## config.mk

```make
export PLATFORM = sky130hd
export DESIGN_NAME = store_buffer_flat
export DESIGN_NICKNAME = d
export VERILOG_FILES = /design/src/rtl/store_buffer_if.sv /design/src/rtl/store_buffer.sv /design/src/flat_wrapper.sv
export SDC_FILE = /design/constraint.sdc
export NUM_CORES = 1
export LEC_CHECK = 0
export CAP_MARGIN = 30
export CORE_MARGIN = 2
export CORE_UTILIZATION = 30
export DETAILED_ROUTE_END_ITERATION = 7
export PLACE_DENSITY = 0.57
export SYNTH_ARGS = -nofsm -noshare
export SYNTH_HDL_FRONTEND = slang
export SYNTH_SLANG_ARGS = --single-unit
export TNS_END_PERCENT = 10
```

## constraint.sdc

```tcl
create_clock -name clk -period 7.72 [get_ports clk]
set_input_delay 1.158 -clock clk [delete_from_list [all_inputs] [get_ports clk]]
set_output_delay 1.158 -clock clk [all_outputs]
set_load 0.005 [all_outputs]
```

## src/rtl/store_buffer_if.sv

```systemverilog
// Store buffer bus: MEM-stage store push, load forwarding lookup,
// memory write port and occupancy status.
interface store_buffer_if #(
  parameter int DEPTH = 4,
  parameter int AW    = 16,
  parameter int DW    = 16
);
  localparam int CW = $clog2(DEPTH + 1);

  logic          st_valid;
  logic [AW-1:0] st_addr;
  logic [DW-1:0] st_data;
  logic          st_ready;

  logic          ld_valid;
  logic [AW-1:0] ld_addr;
  logic          ld_hit;
  logic [DW-1:0] ld_data;

  logic          mem_grant;
  logic          mem_ack;
  logic          mem_en;
  logic          mem_wr;
  logic [AW-1:0] mem_addr;
  logic [DW-1:0] mem_data;

  logic          empty;
  logic [CW-1:0] count;

  modport master (
    output st_valid, st_addr, st_data, ld_valid, ld_addr, mem_grant, mem_ack,
    input  st_ready, ld_hit, ld_data, mem_en, mem_wr, mem_addr, mem_data,
           empty, count
  );

  modport slave (
    input  st_valid, st_addr, st_data, ld_valid, ld_addr, mem_grant, mem_ack,
    output st_ready, ld_hit, ld_data, mem_en, mem_wr, mem_addr, mem_data,
           empty, count
  );
endinterface

```

## src/rtl/store_buffer.sv

```systemverilog
// Write-through store buffer: in-order FIFO of pending stores, drained to
// main memory one write at a time, with youngest-match load forwarding.
module store_buffer #(
  parameter int DEPTH = 4,
  parameter int AW    = 16,
  parameter int DW    = 16
) (
  input  logic           clk,
  input  logic           rst_n,
  store_buffer_if.slave  bus
);
  localparam int PW = $clog2(DEPTH);
  localparam int CW = $clog2(DEPTH + 1);
  localparam logic [CW-1:0] FULL = CW'(DEPTH);

  typedef enum logic {IDLE, WRITE} state_t;

  state_t        state, state_nx;
  logic [AW-1:0] addr_q [DEPTH];
  logic [DW-1:0] data_q [DEPTH];
  logic [DEPTH-1:0] valid_q;
  logic [PW-1:0] head, tail;
  logic [CW-1:0] cnt;
  logic          ready, push, pop, write_en;
  logic          hit;
  logic [DW-1:0] fwd_data;
  logic [PW-1:0] idx;

  assign ready = (cnt != FULL);
  assign push  = bus.st_valid && ready;
  assign pop   = (state == WRITE) && bus.mem_ack;

  // Drain FSM state register
  always_ff @(posedge clk or negedge rst_n) begin
    if (!rst_n) state <= IDLE;
    else        state <= state_nx;
  end

  // Drain FSM next-state and memory enable
  always_comb begin
    state_nx = state;
    write_en = 1'b0;
    case (state)
      IDLE:  if ((cnt != '0) && bus.mem_grant) state_nx = WRITE;
      WRITE: begin
        write_en = 1'b1;
        if (bus.mem_ack) state_nx = IDLE;
      end
      default: state_nx = IDLE;
    endcase
  end

  // Pointers, occupancy and entry valid bits
  always_ff @(posedge clk or negedge rst_n) begin
    if (!rst_n) begin
      head    <= '0;
      tail    <= '0;
      cnt     <= '0;
      valid_q <= '0;
    end else begin
      if (push) begin
        valid_q[tail] <= 1'b1;
        tail          <= tail + 1'b1;
      end
      if (pop) begin
        valid_q[head] <= 1'b0;
        head          <= head + 1'b1;
      end
      case ({push, pop})
        2'b10:   cnt <= cnt + 1'b1;
        2'b01:   cnt <= cnt - 1'b1;
        default: cnt <= cnt;
      endcase
    end
  end

  // Entry payload storage (qualified by valid_q, so no reset needed)
  always_ff @(posedge clk) begin
    if (push) begin
      addr_q[tail] <= bus.st_addr;
      data_q[tail] <= bus.st_data;
    end
  end

  // Forwarding: scan oldest to youngest so the youngest match overrides
  always_comb begin
    hit      = 1'b0;
    fwd_data = '0;
    idx      = '0;
    for (int unsigned i = 0; i < DEPTH; i++) begin
      idx = head + PW'(i);
      if (valid_q[idx] && (addr_q[idx][AW-1:1] == bus.ld_addr[AW-1:1])) begin
        hit      = 1'b1;
        fwd_data = data_q[idx];
      end
    end
    if (!bus.ld_valid) begin
      hit      = 1'b0;
      fwd_data = '0;
    end
  end

  assign bus.st_ready = ready;
  assign bus.ld_hit   = hit;
  assign bus.ld_data  = fwd_data;
  assign bus.mem_en   = write_en;
  assign bus.mem_wr   = write_en;
  assign bus.mem_addr = write_en ? addr_q[head] : '0;
  assign bus.mem_data = write_en ? data_q[head] : '0;
  assign bus.empty    = (cnt == '0);
  assign bus.count    = cnt;
endmodule

```

## src/flat_wrapper.sv

```systemverilog
// flat-port wrapper written by rule: the top's interface ports become plain ports
module store_buffer_flat 
#(
  parameter int DEPTH = 4,
  parameter int AW    = 16,
  parameter int DW    = 16
)
  (clk, rst_n, bus_st_valid, bus_st_addr, bus_st_data, bus_ld_valid, bus_ld_addr, bus_mem_grant, bus_mem_ack, bus_st_ready, bus_ld_hit, bus_ld_data, bus_mem_en, bus_mem_wr, bus_mem_addr, bus_mem_data, bus_empty, bus_count);
  store_buffer_if #(.DEPTH(DEPTH), .AW(AW), .DW(DW)) bus_i ();
  input  logic clk;
  input  logic rst_n;
  input wire logic [$bits(bus_i.st_valid)-1:0] bus_st_valid;
  input wire logic [$bits(bus_i.st_addr)-1:0] bus_st_addr;
  input wire logic [$bits(bus_i.st_data)-1:0] bus_st_data;
  input wire logic [$bits(bus_i.ld_valid)-1:0] bus_ld_valid;
  input wire logic [$bits(bus_i.ld_addr)-1:0] bus_ld_addr;
  input wire logic [$bits(bus_i.mem_grant)-1:0] bus_mem_grant;
  input wire logic [$bits(bus_i.mem_ack)-1:0] bus_mem_ack;
  output wire logic [$bits(bus_i.st_ready)-1:0] bus_st_ready;
  output wire logic [$bits(bus_i.ld_hit)-1:0] bus_ld_hit;
  output wire logic [$bits(bus_i.ld_data)-1:0] bus_ld_data;
  output wire logic [$bits(bus_i.mem_en)-1:0] bus_mem_en;
  output wire logic [$bits(bus_i.mem_wr)-1:0] bus_mem_wr;
  output wire logic [$bits(bus_i.mem_addr)-1:0] bus_mem_addr;
  output wire logic [$bits(bus_i.mem_data)-1:0] bus_mem_data;
  output wire logic [$bits(bus_i.empty)-1:0] bus_empty;
  output wire logic [$bits(bus_i.count)-1:0] bus_count;
  assign bus_i.st_valid = bus_st_valid;
  assign bus_i.st_addr = bus_st_addr;
  assign bus_i.st_data = bus_st_data;
  assign bus_i.ld_valid = bus_ld_valid;
  assign bus_i.ld_addr = bus_ld_addr;
  assign bus_i.mem_grant = bus_mem_grant;
  assign bus_i.mem_ack = bus_mem_ack;
  assign bus_st_ready = bus_i.st_ready;
  assign bus_ld_hit = bus_i.ld_hit;
  assign bus_ld_data = bus_i.ld_data;
  assign bus_mem_en = bus_i.mem_en;
  assign bus_mem_wr = bus_i.mem_wr;
  assign bus_mem_addr = bus_i.mem_addr;
  assign bus_mem_data = bus_i.mem_data;
  assign bus_empty = bus_i.empty;
  assign bus_count = bus_i.count;
  store_buffer #(.DEPTH(DEPTH), .AW(AW), .DW(DW)) u_core (.clk(clk), .rst_n(rst_n), .bus(bus_i));
endmodule
```

# After elaboration in Yosys (flattened, before gate mapping)
# Memory sizes are Yosys's and may differ from the RTL's.
# Cells that the tools add are included.
# word_totals
wordCells	76
mem_bits_rw	128
mem_count	2
ff_bits	12
# memory_table
memory	words	width	read_ports	rd_ports_with_merged_regs	write_ports	line	text
u_core.addr_q	4	16	4	0	1	store_buffer.sv:19	logic [AW-1:0] addr_q [DEPTH];
u_core.data_q	4	16	4	0	1	store_buffer.sv:20	logic [DW-1:0] data_q [DEPTH];
# op_classes
reduce_logical	12
add_sub_neg	6
n_eq_ne	7
bitwise_logic	4
muxes	33
order_cmp	7
# ops
cell	count
2-to-1 mux 16 bit	7
equality test 15 bit	4
2-to-1 mux 1 bit	16
less-than comparator 2 x 3 -> 1 bit (second input constant)	5
logical AND 1 bit	9
binary-select mux 1 bit (select 2 bit)	4
2-to-1 mux 4 bit	2
case mux 3 bit (2 select lines)	1
adder 2 x 1 -> 2 bit (second input constant)	2
adder 2 bit (second input constant)	2
bitwise AND 4 bit	1
demux 1 bit (select 2 bit)	2
>= comparator 2 x 1 -> 1 bit (second input constant)	2
inverter 4 bit	1
OR 4 bit	1
adder 3 x 1 -> 3 bit (second input constant)	1
logical NOT 3 bit	1
inequality test 3 bit (second input constant)	1
nonzero test 3 bit	1
subtractor 3 x 1 -> 3 bit (second input constant)	1
equality test 2 x 1 -> 1 bit (second input constant)	1
equality test 2 bit (second input constant)	1
case mux 1 bit (2 select lines)	1
nonzero test 2 bit	1
inverter 1 bit	1

# Depth between registers and ports, before layout
# Gate-level depths: netlist of the first run.
# logic_depth
depth_word	8
ltp_mapped	20
mapped_depth_nobuf	10

# Least setup slack after synthesis of the first run
# OpenSTA, ideal clock, no wires.
# synth_path
path_type	register to output
from	register u_core.head[0]
to	output port bus_ld_data[10]
stages_incl_launch_ff	19
setup_slack_ns	2.389
n_path_buf	9
arrival_time_ns	4.173
path_cell_list	dfrtp_1 > buf_6 > buf_12 > buf_8 > inv_1 > buf_2 > buf_1 > ha_1 > buf_2 > buf_2 > buf_4 > mux4_2 > xor2_1 > nor4_1 > nand4_1 > nor3_2 > buf_4 > a211oi_1 > a211oi_1
# synth_via
word_cells_on_any_way	26
cone_classes	3 x add/sub; 4 x eq/ne; 13 x mux; 4 x reduce/logical; 2 x memory
# synth_lines
item	line	text
start: declaration	store_buffer.sv:22	logic [PW-1:0] head, tail;
start signal: assignment	store_buffer.sv:67	head <= head + 1'b1;
adder 2 bit (*)	store_buffer.sv:91	idx = head + PW'(i);
named net u_core.idx[0]	store_buffer.sv:27	logic [PW-1:0] idx;
memory read (4 x 16 bit) or binary-select mux 1 bit (select 2 bit) (tied branches)	-	
equality test 15 bit or 2-to-1 mux 1 bit (tied branches)	store_buffer.sv:92	if (valid_q[idx] && (addr_q[idx][AW-1:1] == bus.ld_addr[AW-1:1])) begin
logical AND 1 bit	store_buffer.sv:92	
2-to-1 mux 16 bit (*)	store_buffer.sv:92	
2-to-1 mux 16 bit (*)	store_buffer.sv:97	if (!bus.ld_valid) begin
end: declaration	flat_wrapper.sv:21	output wire logic [$bits(bus_i.ld_data)-1:0] bus_ld_data;
# The timed path passes the listed nets; every way through them passes the cells marked *. The select of a mux whose other input is x is not followed.

# Worst setup path after layout of the first run
# layout_path
from	register u_core.head[0]
to	output port bus_ld_data[14]
# layout_via
elab_chain_len	8
word_cells_on_any_way	26
cone_classes	3 x add/sub; 4 x eq/ne; 13 x mux; 4 x reduce/logical; 2 x memory
# layout_lines
item	line
adder 2 x 1 -> 2 bit, or another cell as far along	store_buffer.sv:91
memory read (4 x 16 bit), or another cell as far along	-
equality test 15 bit, or another cell as far along	store_buffer.sv:92
logical AND 1 bit or 2-to-1 mux 16 bit (tied branches)	store_buffer.sv:92
2-to-1 mux 16 bit (2 in a row)	store_buffer.sv:92
2-to-1 mux 16 bit (*)	store_buffer.sv:92
2-to-1 mux 16 bit (*)	store_buffer.sv:97
# Mark *: on every way between the ends. The rest lies on a longest branch, timed or not. The select of a mux whose other input is x is not followed.

==> results of run 1 <==
[Yosys cell counts (4+ instances only)]
cell type  count
a211oi_1      36
a21oi_1        7
a2bb2oi_1      4
and2_1        30
and3_1         9
buf_1          8
buf_2         20
buf_4         11
buf_6          4
clkbuf_1      18
dfrtp_1       12
edfxtp_1     128
ha_1           9
inv_1         13
mux2i_1       52
mux4_1         7
mux4_2        87
mux4_4         9
nand2_1       16
nand3_1       18
nand4_1        5
nor2_1        11
nor3_1        12
nor3_2        11
o21ai_0       28
o22ai_1        6
xnor2_1       48
xor2_1        13
[metal layers]
metal	global-route usage	up-vias	wire length [um]
met1	0.2049	3327	11330
met5	0	-	0
met2	0.2591	192	12610
met4	0.05856	0	539
met3	0.02939	29	1247
li1	-	2896	-
[cell families after synthesis]
kind of cell / count (synthesis)
mux: 158
flops: 140
simple gates: 128
compound gates: 102
buf+inv: 77
xor+xnor: 61
fa+ha+maj: 10
[area by class of cell]
type,instances,share of cell area
flip-flops and latches,140,0.3573
well taps,402,0.04329
multi-input cells,459,0.4385
diodes,1,0.0002154
clock buffers,19,0.03726
repair buffers,122,0.1092
inverters,13,0.004200
clock inverters,12,0.01002
[power by group through the flow]
stage	clock [mW]	combinational [mW]	sequential (mW)
after floorplan	0	1.94	1.12
after global placement	0	2.47	1.25
after detailed placement	0	2.50	1.26
after CTS	0.784	2.51	1.24
after global routing	0.817	2.68	1.27
final	0.762	2.48	1.24
[per-stage QoR]
stage               instance area (sq um)  cells
finish                              11620   1168
floorplan                            9632    676
CTS                                 11620   1167
global route                        11620   1168
detailed placement                  11070   1136
global placement                    10960   1131
[worst max-delay path by stage]
stage / from / depth (start not counted) / to / slack (ps)
3_3_place_gp: u_core.head[0]$_DFFE_PN0P_ / 11 / bus_ld_data[0] / 1350
2_1_floorplan: u_core.head[0]$_DFFE_PN0P_ / 18 / bus_ld_data[10] / 2390
4_1_cts: u_core.head[0]$_DFFE_PN0P_ / 11 / bus_ld_data[0] / 820
5_1_grt: u_core.head[0]$_DFFE_PN0P_ / 11 / bus_ld_data[0] / 550
3_5_place_dp: u_core.head[0]$_DFFE_PN0P_ / 11 / bus_ld_data[0] / 1320
6_report: u_core.head[0]$_DFFE_PN0P_ / 11 / bus_ld_data[14] / 950
[registers in the layout (all words and copies together), names as in the netlist]
register          cells
u_core.head           2
u_core.state          1
u_core.tail           2
u_core.valid_q        4
u_core.addr_q        64
u_core.data_q        64
u_core.bus.count      3
==> results.ini, run 1 <==
[status]
status=finished clean

[drt]
drc=0
ant_nets=0
drt_wl_total_um=25730
drt_iter0_markers=479
viasPerCell=5.517
vias=6444
wl_per_cell_um=22.03
drt-pass1-iter-count=5

[sta]
fmax_mhz=147.8
worst_pin_slew_ps=976.4
hold-worst-slack_ps=533.7
fin_ws_ps=952.1
slew_viol_final=0
relSlewSlack=0.3442
fin_crit_sh=0.8767
setup_viol=0
finalSetupTns_ps=0
hold_viol_final=0
fin_crit_ps=6768
fin_worst_skew_ps=12.77
grt_setup_unrepaired=false

[logic_synthesis]
yosys.area_share.xor_xnor=0.05547
synth_simple_gate_area_frac=0.08080
yosysSeqAreaShare=0.4302
synth-edff-count=128
synth_nets=740
synth_top_family_by_area=multiplexers
syn-mean-instance-area_sq_um=14.25
yosysTopAreaCellShare=0.3991
synth_mux_area_frac=0.3035
synthCells=676
ys_types=55
synthAdderAreaFrac=0.01377
yosysWarnings=0
ys.flop_type=edfxtp_1
synth_area_sq_um=9632
synth_compound_area_frac=0.07301
synth_area_leader_cell=edfxtp_1
synthArstFlopShare=0.08571
synth-seq-cells=140
synth_area_leaders=edfxtp_1 40%, mux4_2 20%, mux2i_1 5.4%, xnor2_1 4.4%, dfrtp_1 3.1%

[cts]
numCtsBuffers=17
postCtsResizedCells=0
path_clk_slew_ps=60
cts_tree=done
clk_path_buf_depth=2
htreeDepth=4
cts-hold-fix-buffers=0
cts_num_sinks=140
postCtsSetupBuffers=0
root_buffer=clkbuf_16
clk_latency_ps=430

[finish]
n_fill_cell=2988
layout_common_cells=128 x edfxtp_1, 108 x clkdlybuf4s50_1, 87 x mux4_2
multi_input_area_sq_um=5095
nets=817
drive_gt1_frac=0.2144
final_common_cell=edfxtp_1
area_growth_pct=20.63
seq_area_sq_um=4151
final_util=0.3682

[hold_path]
min_from=u_core.bus.count[2]$_DFFE_PN0P_
holdPathStages=1
min_to=u_core.bus.count[2]$_DFFE_PN0P_
holdCritPathClass=flop to flop

[place]
hpwl_um=17450
gp_congestion=0.8185
portBuffers=108
post-place-ws_ps=1322

[floorplan]
core_sq_um=31560
dieHeight_um=183.2
start_util=0.3052
io_pins=110
die_area_sq_um=33550
row_count=65
die_x_um=183.2

[global_routing]
antenna_found_initial=1
grt_usage=0.1566
grt_pass1_vias=6476
grt_overflow=0
grt_first_pass_wirelength_um=39270
grt_max_degree=80

[pwr]
power_frac_seq=0.277
p_int_mw=2.820
p_switching_mw=1.660
p_clk_frac=0.170
p_leak_nw=3.730
vdd_drop_max_uv=263.1
switching_share=0.3706
power_mw=4.480
power-per-cell-area_nw_per_um2=385.6
power_frac_comb=0.553

[setup_path]
cp_num_buf_inv=3
cp-start-kind=flop
slowest_stage=dfrtp_4
ff2ff_setup_slack_ps=4910
cp_max_fo=56
cp.required_ps=6560
r2r-start=u_core.head[0]$_DFFE_PN0P_
path_class=flop to output port
worstRegToRegCells=5
max_stage_delay_ps=930
crit_chain=inv_1 > ha_4 > mux2i_1 > a221o_1 > a2111oi_0 > o211ai_1 > nor4_2 > buf_4 > a211oi_1 > a211oi_1 > clkdlybuf4s50_1
r2r-end=u_core.head[1]$_DFFE_PN0P_
cp_top_family=compound AO/OA/AOI/OAI gates
crit_path_end_kind=output port
crit_top_cell=a211oi_1
cp.arrival_ps=5610

[job]
drv_cap=0

No activity file was read; power rests on OpenSTA's default activity.
==> inputs of run 2 (changes only) <==
Settings changed: GPL_ROUTABILITY_DRIVEN from default to 0.
Clock period 7.72 ns to 7.4 ns, I/O delays scaled along.
==> run 2 against run 1 <==
Compared with the run above:
- combinational power up 4%
- wire length up 0.85%
- sequential share of layout area down 0.18 points
- largest cell class unchanged
- critical path type unchanged
- critical endpoint is now bus_ld_data[15]
- non-clock buffer count unchanged
- highest routed layer unchanged
- power up 6.4%
- worst setup slack worse by 310 ps
==> results.ini, run 2 (same netlist as run 1, synthesis figures left out) <==
[sta]
slew_viol_final=0  ; unchanged
fin_crit_ps=6761
fin_ws_ps=639.3  ; was 952.1 ps
worst_pin_slew_ps=895.2  ; was 976.4 ps
hold_viol_final=0  ; unchanged
hold-worst-slack_ps=525.0  ; was 533.7 ps
relSlewSlack=0.3987  ; was 0.3442
grt_setup_unrepaired=false  ; unchanged
fmax_mhz=147.9
fin_crit_sh=0.9136
finalSetupTns_ps=0  ; unchanged
setup_viol=0  ; unchanged
fin_worst_skew_ps=10.89  ; was 12.77 ps

[global_routing]
grt_use_met1=0.2053  ; was 0.2049
grt_usage=0.1583  ; was 0.1566
antenna_found_initial=1  ; unchanged
busiest_layer=met2  ; unchanged
grt_overflow=0  ; unchanged
grt_first_pass_wirelength_um=39880  ; was 39270 um
grt_pass1_vias=6653  ; was 6476
grt_max_degree=80  ; unchanged
grt_use_met2=0.2608  ; was 0.2591
gr-usage-met3=0.02780  ; was 0.02939

[floorplan]
start_util=0.3052  ; unchanged
io_pins=110  ; unchanged
dieHeight_um=183.2  ; unchanged
core_sq_um=31560  ; unchanged
die_x_um=183.2  ; unchanged
die_area_sq_um=33550  ; unchanged
row_count=65  ; unchanged

[drt]
drt_iter0_markers=430  ; was 479
ant_nets=0  ; unchanged
drc=0  ; unchanged
viasPerCell=5.582  ; was 5.517
drt-pass1-iter-count=5  ; unchanged
drt_wl_total_um=25950  ; was 25730 um
vias=6525  ; was 6444
wl_per_cell_um=22.20  ; was 22.03 um

[pwr]
vdd_drop_max_uv=284.9  ; was 263.1 uV
p_leak_nw=3.777  ; was 3.730 nW
power-per-cell-area_nw_per_um2=408.2  ; was 385.6 nW/um^2

[finish]
final_common_cell=edfxtp_1  ; unchanged
stdcell_count=1169  ; was 1168
nets=817  ; unchanged
reg_top3=u_core.addr_q (64), u_core.data_q (64), u_core.valid_q (4)  ; unchanged
area_growth_pct=21.24  ; was 20.63%
n_fill_cell=2972  ; was 2988
layout_common_cells=128 x edfxtp_1, 108 x clkdlybuf4s50_1, 87 x mux4_2  ; unchanged
drive_gt1_frac=0.2180  ; was 0.2144

[place]
portBuffers=108  ; unchanged
post-place-ws_ps=1042  ; was 1322 ps
dp.cells=1136  ; unchanged
hpwl_um=17650  ; was 17450 um

[setup_path]
cp.arrival_ps=5650  ; was 5610 ps
path_class=flop to output port  ; unchanged
crit_chain=inv_1 > ha_4 > mux4_4 > xnor2_1 > o2111ai_1 > nor4_2 > buf_4 > a211oi_1 > a211oi_1 > clkdlybuf4s50_1  ; was inv_1 > ha_4 > mux2i_1 > a221o_1 > a2111oi_0 > o211ai_1 > nor4_2 > buf_4 > a211oi_1 > a211oi_1 > clkdlybuf4s50_1
slowest_stage=ha_4  ; was dfrtp_4
cp_max_fo=56  ; unchanged
crit_path_start=u_core.head[1]$_DFFE_PN0P_  ; was u_core.head[0]$_DFFE_PN0P_
max_stage_delay_ps=950  ; was 930 ps
ff2ff_setup_slack_ps=4580  ; was 4910 ps
crit_end=bus_ld_data[15]  ; was bus_ld_data[14]
worstRegToRegCells=5  ; unchanged
r2r-end=u_core.head[1]$_DFFE_PN0P_  ; unchanged
crit_top_cell=a211oi_1  ; unchanged
crit_path_end_kind=output port  ; unchanged
cp.required_ps=6290  ; was 6560 ps
r2r-start=u_core.head[1]$_DFFE_PN0P_  ; was u_core.head[0]$_DFFE_PN0P_
cp-start-kind=flop  ; unchanged

[hold_path]
holdCritPathClass=flop to flop  ; unchanged

[job]
drv_cap=0  ; unchanged

[cts]
root_buffer=clkbuf_16  ; unchanged
postCtsSetupBuffers=0  ; unchanged
path_clk_slew_ps=60  ; about the same
cts_num_sinks=140  ; unchanged
numCtsBuffers=17  ; unchanged
htreeDepth=4  ; unchanged
clk_path_buf_depth=2  ; unchanged
postCtsResizedCells=0  ; unchanged
clk_latency_ps=430  ; about the same
cts_tree=done  ; unchanged
cts-hold-fix-buffers=0  ; unchanged

[status]
status=finished clean  ; unchanged

## run 2: final cells by class
class | instances | area, sq um | area share
Multi-Input combinational cell | 459 | 5095 | 0.4363
Sequential cell | 140 | 4151 | 0.3555
Timing Repair Buffer | 122 | 1269 | 0.1086
Tap cell | 402 | 503.0 | 0.04307
Clock buffer | 17 | 425.4 | 0.03643
Clock inverter | 15 | 182.7 | 0.01564
Inverter | 13 | 48.80 | 0.004179
Antenna cell | 1 | 2.502 | 0.0002143
## run 2: worst max-delay path, delay by kind of cell (launching register included)
kind | cells | cell delay (ps)
buffers and inverters | 3 | 1360
adders and majority gates | 1 | 950
DFF | 1 | 840
AOI/OAI and AO/OA | 3 | 790
muxes | 1 | 570
and+or+nand+nor | 1 | 390
xor gates and xnor gates | 1 | 280
## run 2: metal layers
layer	part of all wire	up-vias	wire length, um
li1	-	2898	-
met1	0.44	3376	11320
met2	0.49	207	12680
met3	0.045	44	1163
met4	0.030	0	781
met5	0	-	0
## run 2: how the worst min path moves through the flow
| stage | startpoint | endpoint | depth (start not counted) |
|---|---|---|---|
| after floorplan | u_core.bus.count[2]$_DFFE_PN0P_ | u_core.bus.count[2]$_DFFE_PN0P_ | 1 |
| after global placement | u_core.bus.count[0]$_DFFE_PN0P_ | u_core.bus.count[0]$_DFFE_PN0P_ | 1 |
| after detailed placement | u_core.bus.count[0]$_DFFE_PN0P_ | u_core.bus.count[0]$_DFFE_PN0P_ | 1 |
| after CTS | u_core.bus.count[0]$_DFFE_PN0P_ | u_core.bus.count[0]$_DFFE_PN0P_ | 1 |
| after global routing | u_core.bus.count[2]$_DFFE_PN0P_ | u_core.bus.count[2]$_DFFE_PN0P_ | 1 |
| final | u_core.bus.count[0]$_DFFE_PN0P_ | u_core.bus.count[0]$_DFFE_PN0P_ | 1 |
## run 2: power by group
group | switching, mW | total, mW | leakage [nW] | internal [mW]
Sequential | 0.244 | 1.31 | 1.31 | 1.06
Combinational | 1.16 | 2.58 | 2.17 | 1.42
Clock | 0.371 | 0.880 | 0.293 | 0.510
## run 2: metrics by stage
stage	total power [mW]	instance area, sq um	util
5_1_grt	5.047	11680	0.3701
3_3_place_gp	3.885	10960	0.3473
2_1_floorplan	3.196	9632	-
6_report	4.767	11680	0.3701
3_5_place_dp	3.916	11070	0.3507
4_1_cts	4.806	11670	0.3700
==> inputs of run 3 (changes only) <==
Settings changed: RECOVER_POWER from default to 25.
==> run 3 against run 2 <==
Compared with the run above:
- final cell count about the same
- clock power hardly changed
- critical endpoint unchanged
- non-clock buffer count did not move
- sequential share of layout area barely moved
- global-route usage unchanged
- combinational power about the same
- flip-flop and latch count stayed put
- worst hold slack gained 1.6 ps
==> results.ini, run 3 (same netlist as run 1, synthesis figures left out) <==
[place]
dp.cells=1136  ; unchanged
placed_area_sq_um=11070  ; unchanged
hpwl_um=17650  ; unchanged
portBuffers=108  ; unchanged

[finish]
final_common_cell=edfxtp_1  ; unchanged
stdcell_area_sq_um=11680  ; about the same
layout_common_cells=128 x edfxtp_1, 87 x mux4_2, 87 x clkdlybuf4s50_1  ; was 128 x edfxtp_1, 108 x clkdlybuf4s50_1, 87 x mux4_2
nets=817  ; unchanged
n_fill_cell=2972  ; unchanged
final_util=0.3701  ; about the same
drive_gt1_frac=0.2180  ; unchanged
stdcell_count=1170  ; was 1169
area_growth_pct=21.27  ; was 21.24%
reg_top3=u_core.addr_q (64), u_core.data_q (64), u_core.valid_q (4)  ; unchanged

[status]
status=finished clean  ; unchanged

[sta]
fin_crit_ps=6764  ; was 6761 ps
finalSetupTns_ps=0  ; unchanged
worst_pin_slew_ps=893.7  ; was 895.2 ps
setup_viol=0  ; unchanged
hold_viol_final=0  ; unchanged
relSlewSlack=0.3998  ; was 0.3987
grt_setup_unrepaired=false  ; unchanged
fin_crit_sh=0.9141  ; was 0.9136
slew_viol_final=0  ; unchanged
fmax_mhz=147.8  ; was 147.9 MHz
fin_worst_skew_ps=10.94  ; was 10.89 ps

[cts]
root_buffer=clkbuf_16  ; unchanged
clk_latency_ps=430  ; about the same
cts_tree=done  ; unchanged
clk_path_buf_depth=2  ; unchanged
cts_num_sinks=140  ; unchanged
cts-hold-fix-buffers=0  ; unchanged
htreeDepth=4  ; unchanged
postCtsResizedCells=0  ; unchanged
numCtsBuffers=17  ; unchanged
postCtsSetupBuffers=0  ; unchanged
path_clk_slew_ps=60  ; about the same

[floorplan]
start_util=0.3052  ; unchanged
core_sq_um=31560  ; unchanged
die_x_um=183.2  ; unchanged
die_area_sq_um=33550  ; unchanged
row_count=65  ; unchanged
io_pins=110  ; unchanged
dieHeight_um=183.2  ; unchanged

[drt]
drt-pass1-iter-count=5  ; unchanged
wl_per_cell_um=22.17  ; was 22.20 um
drt_wl_total_um=25940  ; was 25950 um
vias=6507  ; was 6525
drc=0  ; unchanged
viasPerCell=5.562  ; was 5.582
ant_nets=0  ; unchanged
drt_iter0_markers=434  ; was 430

[global_routing]
grt_first_pass_wirelength_um=39880  ; unchanged
grt_overflow=0  ; unchanged
gr-usage-met3=0.02780  ; unchanged
grt_use_met1=0.2053  ; unchanged
grt_max_degree=80  ; unchanged
busiest_layer=met2  ; unchanged
antenna_found_initial=2  ; was 1
grt_use_met2=0.2608  ; unchanged
grt_usage=0.1583  ; unchanged
grt_pass1_vias=6653  ; unchanged

[setup_path]
cp.required_ps=6290  ; about the same
cp_max_fo=56  ; unchanged
cp-start-kind=flop  ; unchanged
path_class=flop to output port  ; unchanged
crit_path_end_kind=output port  ; unchanged
cp.arrival_ps=5650  ; about the same

[pwr]
p_switching_mw=1.778  ; about the same
p_clk_frac=0.185  ; about the same
power-per-cell-area_nw_per_um2=407.9  ; was 408.2 nW/um^2
power_frac_seq=0.274  ; about the same
p_int_mw=2.987  ; was 2.989 mW
p_leak_nw=3.783  ; was 3.777 nW
vdd_drop_max_uv=284.9  ; about the same
power_frac_comb=0.542  ; about the same
switching_share=0.3731  ; was 0.3730

[job]
drv_cap=0  ; unchanged

[hold_path]
holdCritPathClass=flop to flop  ; unchanged

## run 3: final timing paths
| path | startpoint | endpoint | slack (ps) | cells after the start |
|---|---|---|---|---|
| setup / recovery | u_core.head[1]$_DFFE_PN0P_ | bus_ld_data[15] | 640 | 10 |
| hold / removal | u_core.bus.count[0]$_DFFE_PN0P_ | u_core.bus.count[0]$_DFFE_PN0P_ | 530 | 1 |
| setup reg to reg | u_core.head[1]$_DFFE_PN0P_ | u_core.head[1]$_DFFE_PN0P_ | 4590 | 5 |
| hold reg to reg | u_core.bus.count[0]$_DFFE_PN0P_ | u_core.bus.count[0]$_DFFE_PN0P_ | 530 | 1 |
| max in group asynchronous | rst_n | u_core.head[1]$_DFFE_PN0P_ | 5820 | 1 |
| min in group asynchronous | rst_n | u_core.bus.count[1]$_DFFE_PN0P_ | 1080 | 1 |
## run 3: metal layers
layer	vias up	wire, um
met5	-	0
met4	0	781
met3	44	1156
met2	194	12650
met1	3370	11350
li1	2899	-
## run 3: power groups by stage
stage / registers [mW] / clock network [mW] / logic (mW)
floorplan: 1.17 / 0 / 2.03
global placement: 1.32 / 0 / 2.57
detailed placement: 1.32 / 0 / 2.60
CTS: 1.30 / 0.892 / 2.61
global route: 1.34 / 0.921 / 2.78
finish: 1.30 / 0.880 / 2.58
## run 3: stage by stage
| step | power, mW | hold WS, ps | worst slack, ps |
|---|---|---|---|
| final | 4.765 | 526.7 | 635.6 |
| after global routing | 5.044 | 570.9 | 283.8 |
| after CTS | 4.806 | 530.4 | 590.6 |
| after detailed placement | 3.916 | 515.5 | 1042 |
| after global placement | 3.885 | 520.5 | 1035 |
| after floorplan | 3.196 | 496.2 | 2117 |
## run 3: critical path, cell delays in order, from the launching register on
cell             delay [ps]
dfrtp_4                 840
inv_1                   320
ha_4                    950
mux4_4                  570
xnor2_1                 280
o2111ai_1               300
nor4_2                  390
buf_4                   450
a211oi_1                100
a211oi_1                390
clkdlybuf4s50_1         580
## run 3: layout make-up
type	count	area, sq um	area share
sequential	140	4151	0.3554
inverter	13	48.80	0.004178
clock buffer	17	425.4	0.03642
antenna	2	5.005	0.0004285
timing repair buffer	122	1269	0.1086
clock inverter	15	182.7	0.01564
multi-input combinational	459	5095	0.4362
tap	402	503.0	0.04306
